## src/rtl/mix_shift_reg.sv

```systemverilog
// Sequential register-mix stage: loads a 2N+1-bit working register from Q with
// the MUL/DIV/SQRT pattern, then steps it once per enabled cycle until done.
module mix_shift_reg #(
    parameter int N = 4,
    localparam int CW = $clog2(N + 1)
) (
    input  logic          clk,
    input  logic          rst,
    input  logic          clr,
    input  logic          start,
    input  logic [1:0]    op,
    input  logic [N-1:0]  Q,
    input  logic          step_en,
    input  logic          acc_we,
    input  logic [N:0]    acc_in,
    input  logic          q_bit,
    output logic [2*N:0]  mix_reg,
    output logic [CW-1:0] step_cnt,
    output logic          busy,
    output logic          done,
    output logic          err,
    output logic [1:0]    state_dbg
);

    // Handshake: start is sampled only in IDLE; step_en is honoured only in
    // RUN; done and err are single-cycle pulses with no acknowledge.
    typedef enum logic [1:0] {
        IDLE = 2'd0,
        LOAD = 2'd1,
        RUN  = 2'd2,
        DONE = 2'd3
    } state_t;

    localparam logic [1:0] OP_MUL  = 2'b00;
    localparam logic [1:0] OP_DIV  = 2'b01;
    localparam logic [1:0] OP_SQRT = 2'b10;
    localparam logic [1:0] OP_BAD  = 2'b11;

    localparam logic [CW-1:0] CNT_ONE    = CW'(1);
    localparam logic [CW-1:0] STEPS_FULL = CW'(N);
    localparam logic [CW-1:0] STEPS_HALF = CW'(N / 2);

    state_t         state;
    state_t         state_next;
    logic [1:0]     op_q;
    logic [N-1:0]   q_q;
    logic [2*N:0]   load_val;
    logic [2*N:0]   t_val;
    logic [2*N:0]   shifted;
    logic [CW-1:0]  steps;
    logic [CW-1:0]  cnt_inc;
    logic           last_step;

    assign busy      = (state == LOAD) || (state == RUN);
    assign done      = (state == DONE);
    assign state_dbg = state;

    assign steps     = (op_q == OP_SQRT) ? STEPS_HALF : STEPS_FULL;
    assign cnt_inc   = step_cnt + CNT_ONE;
    assign last_step = (cnt_inc == steps);

    always_comb begin
        load_val = '0;
        if (op_q == OP_MUL) begin
            load_val = {{N{1'b0}}, q_q, 1'b0};
        end else begin
            load_val = {{(N + 1){1'b0}}, q_q};
        end
    end

    // The MUL upper field is one bit narrower, so acc_in[N] is dropped there.
    always_comb begin
        t_val = mix_reg;
        if (acc_we) begin
            if (op_q == OP_MUL) begin
                t_val[2*N:N+1] = acc_in[N-1:0];
            end else begin
                t_val[2*N:N] = acc_in;
            end
        end
    end

    always_comb begin
        shifted = t_val;
        case (op_q)
            OP_MUL:  shifted = {t_val[2*N], t_val[2*N:1]};
            OP_DIV:  shifted = {t_val[2*N-1:0], q_bit};
            OP_SQRT: shifted = {t_val[2*N-2:0], 1'b0, q_bit};
            default: shifted = t_val;
        endcase
    end

    always_comb begin
        state_next = state;
        case (state)
            IDLE: if (start && (op != OP_BAD)) state_next = LOAD;
            LOAD: state_next = RUN;
            RUN:  if (step_en && last_step) state_next = DONE;
            DONE: state_next = IDLE;
            default: state_next = IDLE;
        endcase
        if (clr) state_next = IDLE;
    end

    always_ff @(posedge clk or negedge rst) begin
        if (!rst) begin
            state <= IDLE;
        end else begin
            state <= state_next;
        end
    end

    always_ff @(posedge clk or negedge rst) begin
        if (!rst) begin
            mix_reg  <= '0;
            step_cnt <= '0;
            op_q     <= OP_MUL;
            q_q      <= '0;
            err      <= 1'b0;
        end else begin
            err <= 1'b0;
            if (clr) begin
                mix_reg  <= '0;
                step_cnt <= '0;
            end else begin
                case (state)
                    IDLE: begin
                        if (start) begin
                            if (op == OP_BAD) begin
                                err <= 1'b1;
                            end else begin
                                op_q <= op;
                                q_q  <= Q;
                            end
                        end
                    end
                    LOAD: begin
                        mix_reg  <= load_val;
                        step_cnt <= '0;
                    end
                    RUN: begin
                        if (step_en) begin
                            mix_reg  <= shifted;
                            step_cnt <= cnt_inc;
                        end
                    end
                    default: begin
                    end
                endcase
            end
        end
    end

endmodule

```

## config.mk

```make
export PLATFORM = sky130hd
export DESIGN_NAME = mix_shift_reg
export DESIGN_NICKNAME = d
export VERILOG_FILES = /design/src/rtl/mix_shift_reg.sv
export SDC_FILE = /design/constraint.sdc
export NUM_CORES = 1
export LEC_CHECK = 0
export ABC_AREA = 1
export BUFFER_PORTS_ARGS = -buffer_cell sky130_fd_sc_hd__buf_2
export CAP_MARGIN = 20
export CORE_UTILIZATION = 53
export DETAILED_ROUTE_END_ITERATION = 8
export HOLD_SLACK_MARGIN = 0.05
export PLACE_DENSITY = 0.9
export SYNTH_ARGS = -nofsm -noshare
export SYNTH_HDL_FRONTEND = slang
export SYNTH_SLANG_ARGS = --single-unit
```

## constraint.sdc

```tcl
create_clock -name clk -period 1.7 [get_ports clk]
set_input_delay 0 -clock clk [delete_from_list [all_inputs] [get_ports clk]]
set_output_delay 0 -clock clk [all_outputs]
set_load 0.02 [all_outputs]
```

==> results of run 1 <==
## power breakdown
| group | switching [mW] | total (mW) | internal, mW |
|---|---|---|---|
| combinational | 0.840 | 1.32 | 0.481 |
| sequential | 0.164 | 0.811 | 0.648 |
| clock | 0.163 | 0.252 | 0.0882 |
| total | 1.17 | 2.38 | 1.22 |
## repair_timing
action                     4_1_cts  5_1_grt
hold endpoints to repair        30        0
setup endpoints to repair        0       12
hold buffers                    10        0
buffers inserted                 0        2
resized for setup                0        4
## Yosys cell counts
cell / instances
nand2_1: 78
inv_1: 22
dfrtp_1: 21
nand3_1: 20
nor2_1: 14
o21ai_0: 12
a21oi_1: 9
ha_1: 6
or2_2: 4
o21ai_1: 3
a211oi_1: 2
buf_2: 2
inv_2: 2
nand2_2: 2
nor2_2: 2
o211ai_1: 2
o22ai_1: 2
buf_4: 1
buf_6: 1
clkinv_1: 1
mux2_2: 1
nand3b_1: 1
nor3_1: 1
o221ai_1: 1
xnor2_1: 1
xor2_1: 1
## final timing paths
kind | from | to | slack [ns] | depth (start not counted)
hold reg to reg | mix_reg[8] | mix_reg[8] | 0.51 | 2
hold / removal | rst | q_q[1] | 0.14 | 2
max in group asynchronous | rst | state_dbg[0] | 1.21 | 2
setup reg to reg | state_dbg[0] | mix_reg[3] | 0.13 | 8
setup / recovery | state_dbg[0] | mix_reg[3] | 0.13 | 8
min in group clk | q_bit | mix_reg[0] | 0.16 | 5
## cell families after synthesis
logic type	count (synthesis)	share of synthesized area [%]
xor+xnor	2	1.224
simple gates	122	35.49
compound gates	31	11.97
mux	1	0.7867
buf+inv	29	8.567
fa+ha+maj	6	5.245
flops	21	36.71
## area by class of cell
type	instances	area share, %
inverters	25	5.252
multi-input cells	162	43.98
well taps	30	2.101
repair buffers	50	17.65
clock buffers	3	1.261
clock inverters	1	0.2801
flip-flops and latches	21	29.48
## through the flow
stage | utilization (%) | hold slack (ns) | instances | setup TNS (ns)
after global placement | 65.03 | -0.02209 | 276 | 0
after global routing | 70.83 | 0.1562 | 292 | -0.002565
after CTS | 70.09 | 0.1618 | 290 | 0
after detailed placement | 65.03 | -0.02249 | 276 | 0
after floorplan | - | -0.2956 | 212 | 0
final | 70.83 | 0.1441 | 292 | 0
## per-layer routing
layer  vias to the layer above  GRT usage [%]  wire, um
met4                         0          4.701        31
met1                       698          31.86      1580
met5                         -              0         0
met2                        33          45.68      1745
met3                         6          5.367       115
li1                        779              -         -
## worst max-delay path, cell delays in order, from the launching register on
cell     delay [ns]
dfrtp_2        0.45
inv_1          0.11
ha_1           0.24
nand2_1        0.11
nand3_1        0.16
nand2_2        0.11
nor2_2         0.13
o21ai_1        0.08
o21ai_1        0.12
==> results.md, run 1 <==
- # diodes: 0
- Pleak: 1.025 nW
- Most frequent cells in the layout: nand2_1, buf_2, inv_1, nand3_1, dfrtp_1
- Layout cells sized above 1: between 20% and 30%
- I/O pin total: 35
- Place WS: 0.09207 ns
- TritonCTS clock tree: yes
- Status: completed
- Final Worst Setup Slack: around 0.13 ns
- Post-route cell area: 1787 um^2
- Synth-to-layout area growth: 24.82%
- Rows: 18
- Buffers on Ports: 34
- Commonest non-fill, non-tap cell in the layout: nand2_1
- FMAX: 635.9 MHz
- CP max FO: 6
- Fin crit period: ~1.6 ns
- Slew Limit Fails: 0
- Later-pin clock latency in the skew report: 0.32 ns
- Total gr overflow: 0
- Root Buffer: clkbuf_4
- Setup CP Type: reg2reg
- Total GRT Usage: 25.61%
- Sequential element share of the synthesized area: roughly 37%
- Vias per Instance: about 5.2
- CTS Buf Count: 3
- Die Ht: between 50 and 60 um
- Synth Area per Inst: 6.752 um^2
- Post-DRT Antenna Nets: 0
- Syn Inst Count: approximately 210
- Clk slew on worst S/H paths: 0.12 ns
- Worst min path class: in2async
- CTS max path bufs: 2
- Routed wire length: 3.474 mm
- Setup violations, final: 0
- Worst Clk Skew: 0.008332 ns
- Final hold viol count: 0
- Yosys warnings: 0
- Synth area leaders: dfrtp_1, nand2_1, nand3_1
- Pin slew with the least headroom to its limit: roughly 0.47 ns
- Vias after detailed routing: between 1500 and 2000
- H-tree depth: 1
- Area of the multi-input gates: 785.8 um^2
- GP Congestion: 0.8560
- Post-synth top area share: between 30 and 40%
- Vias in the first global route: ~1300
- Largest net degree at the start of global routing: 22
- Post-synth cell types: 26
- Pwr dens: 1334 nW/um^2
- Worst path required time: a little under 2 ns
- Power Total: ~2.4 mW
- Area leader, netlist: dfrtp_1
- Post-DP HPWL: between 2 and 2.5 mm
- Number of remaining DRC errors: 0
- Initial Utilization: about 57%
- Max FFs per register: 9
- First-pass GRT wire length: between 5 and 6 mm
- CP endpoint kind: flip-flop
- # fillers: roughly 230
- Clock sink count: 21
- Syn_nets: about 240
- Antenna violations before repair: 0
- Die Wd: 53.97 um
- Routed length per placed instance: 11.90 um
- Arr. time, crit path: around 1.8 ns
- Max_cap viols: 0
- Startpoint Class: flip-flop
- Ratio of final minimum period to clock period: slightly above 90%
- Drt first pass iters: 4
- Placed Area: about 1600 um^2
- Die area: ~2900 um^2
- Cell Area, Synth: 1431 um^2
- Seq cells post-synth: 21
- Register area: around 530 um^2
- Final-stage net count: 287
- Core box area: 2522 um^2
- Slew HR: 68.45%
- Maximum VDD drop: approximately 0.86 mV
- Initial DRC Count: 34
No activity file was read; power rests on OpenSTA's default activity.
==> run 2, diff against run 1 <==
Settings changed: CORE_UTILIZATION 53 to 48, PLACE_DENSITY 0.9 to 0.87.
Clock period 1.7 ns to 1.4 ns, I/O delays scaled along.
==> run 2 against run 1 <==
  * Fmax grew 13%
  * Clock power up 19%
  * Critical path depth stayed put
  * Setup slack lost 0.12 ns
  * Via count rose by 5.9%
  * Die area grew 10%
  * Global-route usage down 1.2 points
  * Sequential share of layout area is 2.7 points lower
  * Worst hold slack lost 0.036 ns
  * Flip-flop and latch count unchanged
  * Total power is 38% higher
  * Cell area increased by 11%
==> results.md, run 2 (synthesis gave the netlist of run 1 again) <==
- Clk slew on worst S/H paths: 0.12 ns
- Arr. time, crit path: 1.65 ns
- Number of remaining DRC errors: 0
- Post-route cell area: 1978 um^2
- Pin slew with the least headroom to its limit: around 0.47 ns
- Antenna violations before repair: 0
- Die area: ~3200 um^2
- Worst hold stages: 5
- Rows: 19
- Routed wire length: slightly below 4 mm
- Buffers on Ports: 34
- Setup CP Type: reg2reg
- RR Startpoint: state_dbg[0]
- GP Congestion: a little under 0.9
- CP endpoint kind: flip-flop
- Worst min path class: in2reg
- Worst reg-to-reg path cell count: 8
- Total GRT Usage: about 24%
- Pwr dens: between 1500 and 2000 nW/um^2
- Final-stage net count: 298
- CP max FO: 4
- Initial Utilization: 51.46%
- Dpl cells: 282
- I/O pin total: 35
- Placed Area: ~1700 um^2
- Core box area: 2781 um^2
- Post-DRT Antenna Nets: 0
- Die Wd: 56.61 um
- R2R Setup Slk: about 0.0063 ns
- Slew Limit Fails: 0
- Vias per Instance: between 5 and 6
- Slew HR: between 60% and 70%
- Worst path most repeated cell: nand2_1
- Most frequent cells in the layout: nand2_1, buf_2, inv_1, dfrtp_1, buf_4
- Maximum VDD drop: 1.129 mV
- CTS max path bufs: 2
- CP delay by family, top: flip-flops
- Worst Clk Skew: between 0.003 and 0.004 ns
- Die Ht: between 50 and 60 um
- Worst path required time: 1.66 ns
- Area of the multi-input gates: a little under 900 um^2
- Setup TNS: 0 ns
- Initial DRC Count: around 100
- Hold Slack: between 0.1 and 0.15 ns
- Max_cap viols: 0
- Routed length per placed instance: between 10 and 15 um
- Startpoint Class: flip-flop
- Register area: 530.5 um^2
- Crit-path slowest cell: dfrtp_2
- Synth-to-layout area growth: 38.20%
- H-tree depth: 1
- Fin cells: 304
- Fin crit period: between 1 and 1.5 ns
- Later-pin clock latency in the skew report: 0.31 ns
- Start point of the worst hold path: q_bit
- Drt first pass iters: 4
- Clock sink count: 21
- RSZ-0062 raised after global routing: yes
- Ratio of final minimum period to clock period: 99.55%
- Crit path largest cell delay: roughly 0.45 ns
- Pleak: ~1.1 nW
- Setup violations, final: 0
- Vias after detailed routing: roughly 1600
- # fillers: 231
- Largest net degree at the start of global routing: 22
- Final hold viol count: 0
- # diodes: 0
- Worst Hold End: mix_reg[0]
- TritonCTS clock tree: yes
- CTS Buf Count: 3
- Vias in the first global route: 1443
- Total gr overflow: 0
- Layout cells sized above 1: about a third
- Post-DP HPWL: about 2.6 mm
- Commonest non-fill, non-tap cell in the layout: nand2_1
- Status: completed
- FMAX: 717.5 MHz
- R2r endpoint: mix_reg[4]
- Root Buffer: clkbuf_4
- Max FFs per register: 9
- CP Cell Sequence: inv_4, ha_4, nand2_1, nand3_4, nand2_1, a211oi_1, nand2_1, nand2_1
- CP Buf/Inv Count: 1
- First-pass GRT wire length: 6.196 mm
run 2: cell types whose count changed in the layout (fill, tap and decap cells not counted), sizes merged:
cell / previous run / this run
buf: 40 / 52
clkinv: 2 / 1
dlygate4sd3: 10 / 8
inv: 24 / 25
nand2: 80 / 81
run 2: how the worst max path moves through the flow:
stage	start	cells after the start	slack, ns	to
2_1_floorplan	state_dbg[0]	10	-0.04	mix_reg[3]
4_1_cts	step_cnt[1]	8	0.002	state_dbg[1]
6_report	state_dbg[0]	8	0.006	mix_reg[4]
3_5_place_dp	op_q[0]	8	0.0007	state_dbg[1]
3_3_place_gp	state_dbg[0]	8	0.05	mix_reg[3]
5_1_grt	op_q[1]	10	-0.08	mix_reg[4]
run 2: layer usage:
metal	track usage (%)	wire length, um	vias up
li1	-	-	800
met1	32.55	1706	747
met2	40.84	1943	51
met3	2.074	169	7
met4	9.756	66	0
met5	0	0	-
run 2: area by class of cell:
type / count / area share (%)
timing repair buffer: 60 / 19.67
multi-input combinational: 163 / 45.16
inverter: 25 / 4.997
tap: 31 / 1.961
clock buffer: 3 / 1.139
sequential: 21 / 26.82
clock inverter: 1 / 0.2530
run 2: report_power, final:
part	total, mW	leakage (nW)	switching [mW]	internal (mW)
sequential	1.01	0.265	0.216	0.794
combinational	1.99	0.819	1.20	0.793
clock	0.299	0.0177	0.192	0.107
run 2: per-stage QoR:
| stage | power [mW] | worst slack, ns | util, % |
|---|---|---|---|
| after floorplan | 2.154 | -0.04193 | - |
| after global placement | 2.598 | 0.05046 | 61.54 |
| after detailed placement | 2.651 | 0.0007462 | 61.54 |
| after CTS | 3.002 | 0.002386 | 66.31 |
| after global routing | 3.570 | -0.07866 | 71.12 |
| final | 3.300 | 0.006327 | 71.12 |
run 2: worst reg2reg max path, cell delays in order, from the launching register on:
cell	delay (ns)
dfrtp_2	0.45
inv_4	0.08
ha_4	0.16
nand2_1	0.12
nand3_4	0.11
nand2_1	0.07
a211oi_1	0.20
nand2_1	0.09
nand2_1	0.07
run 2: repair_timing:
action / 4_1_cts / 5_1_grt
buffers inserted: 3 / 6
endpoints found under the setup margin: 7 / 20
hold buffers: 8 / 0
gates resized for setup: 2 / 24
cloned: 0 / 1
pin swaps: 0 / 9
endpoints found under the hold margin: 28 / 0
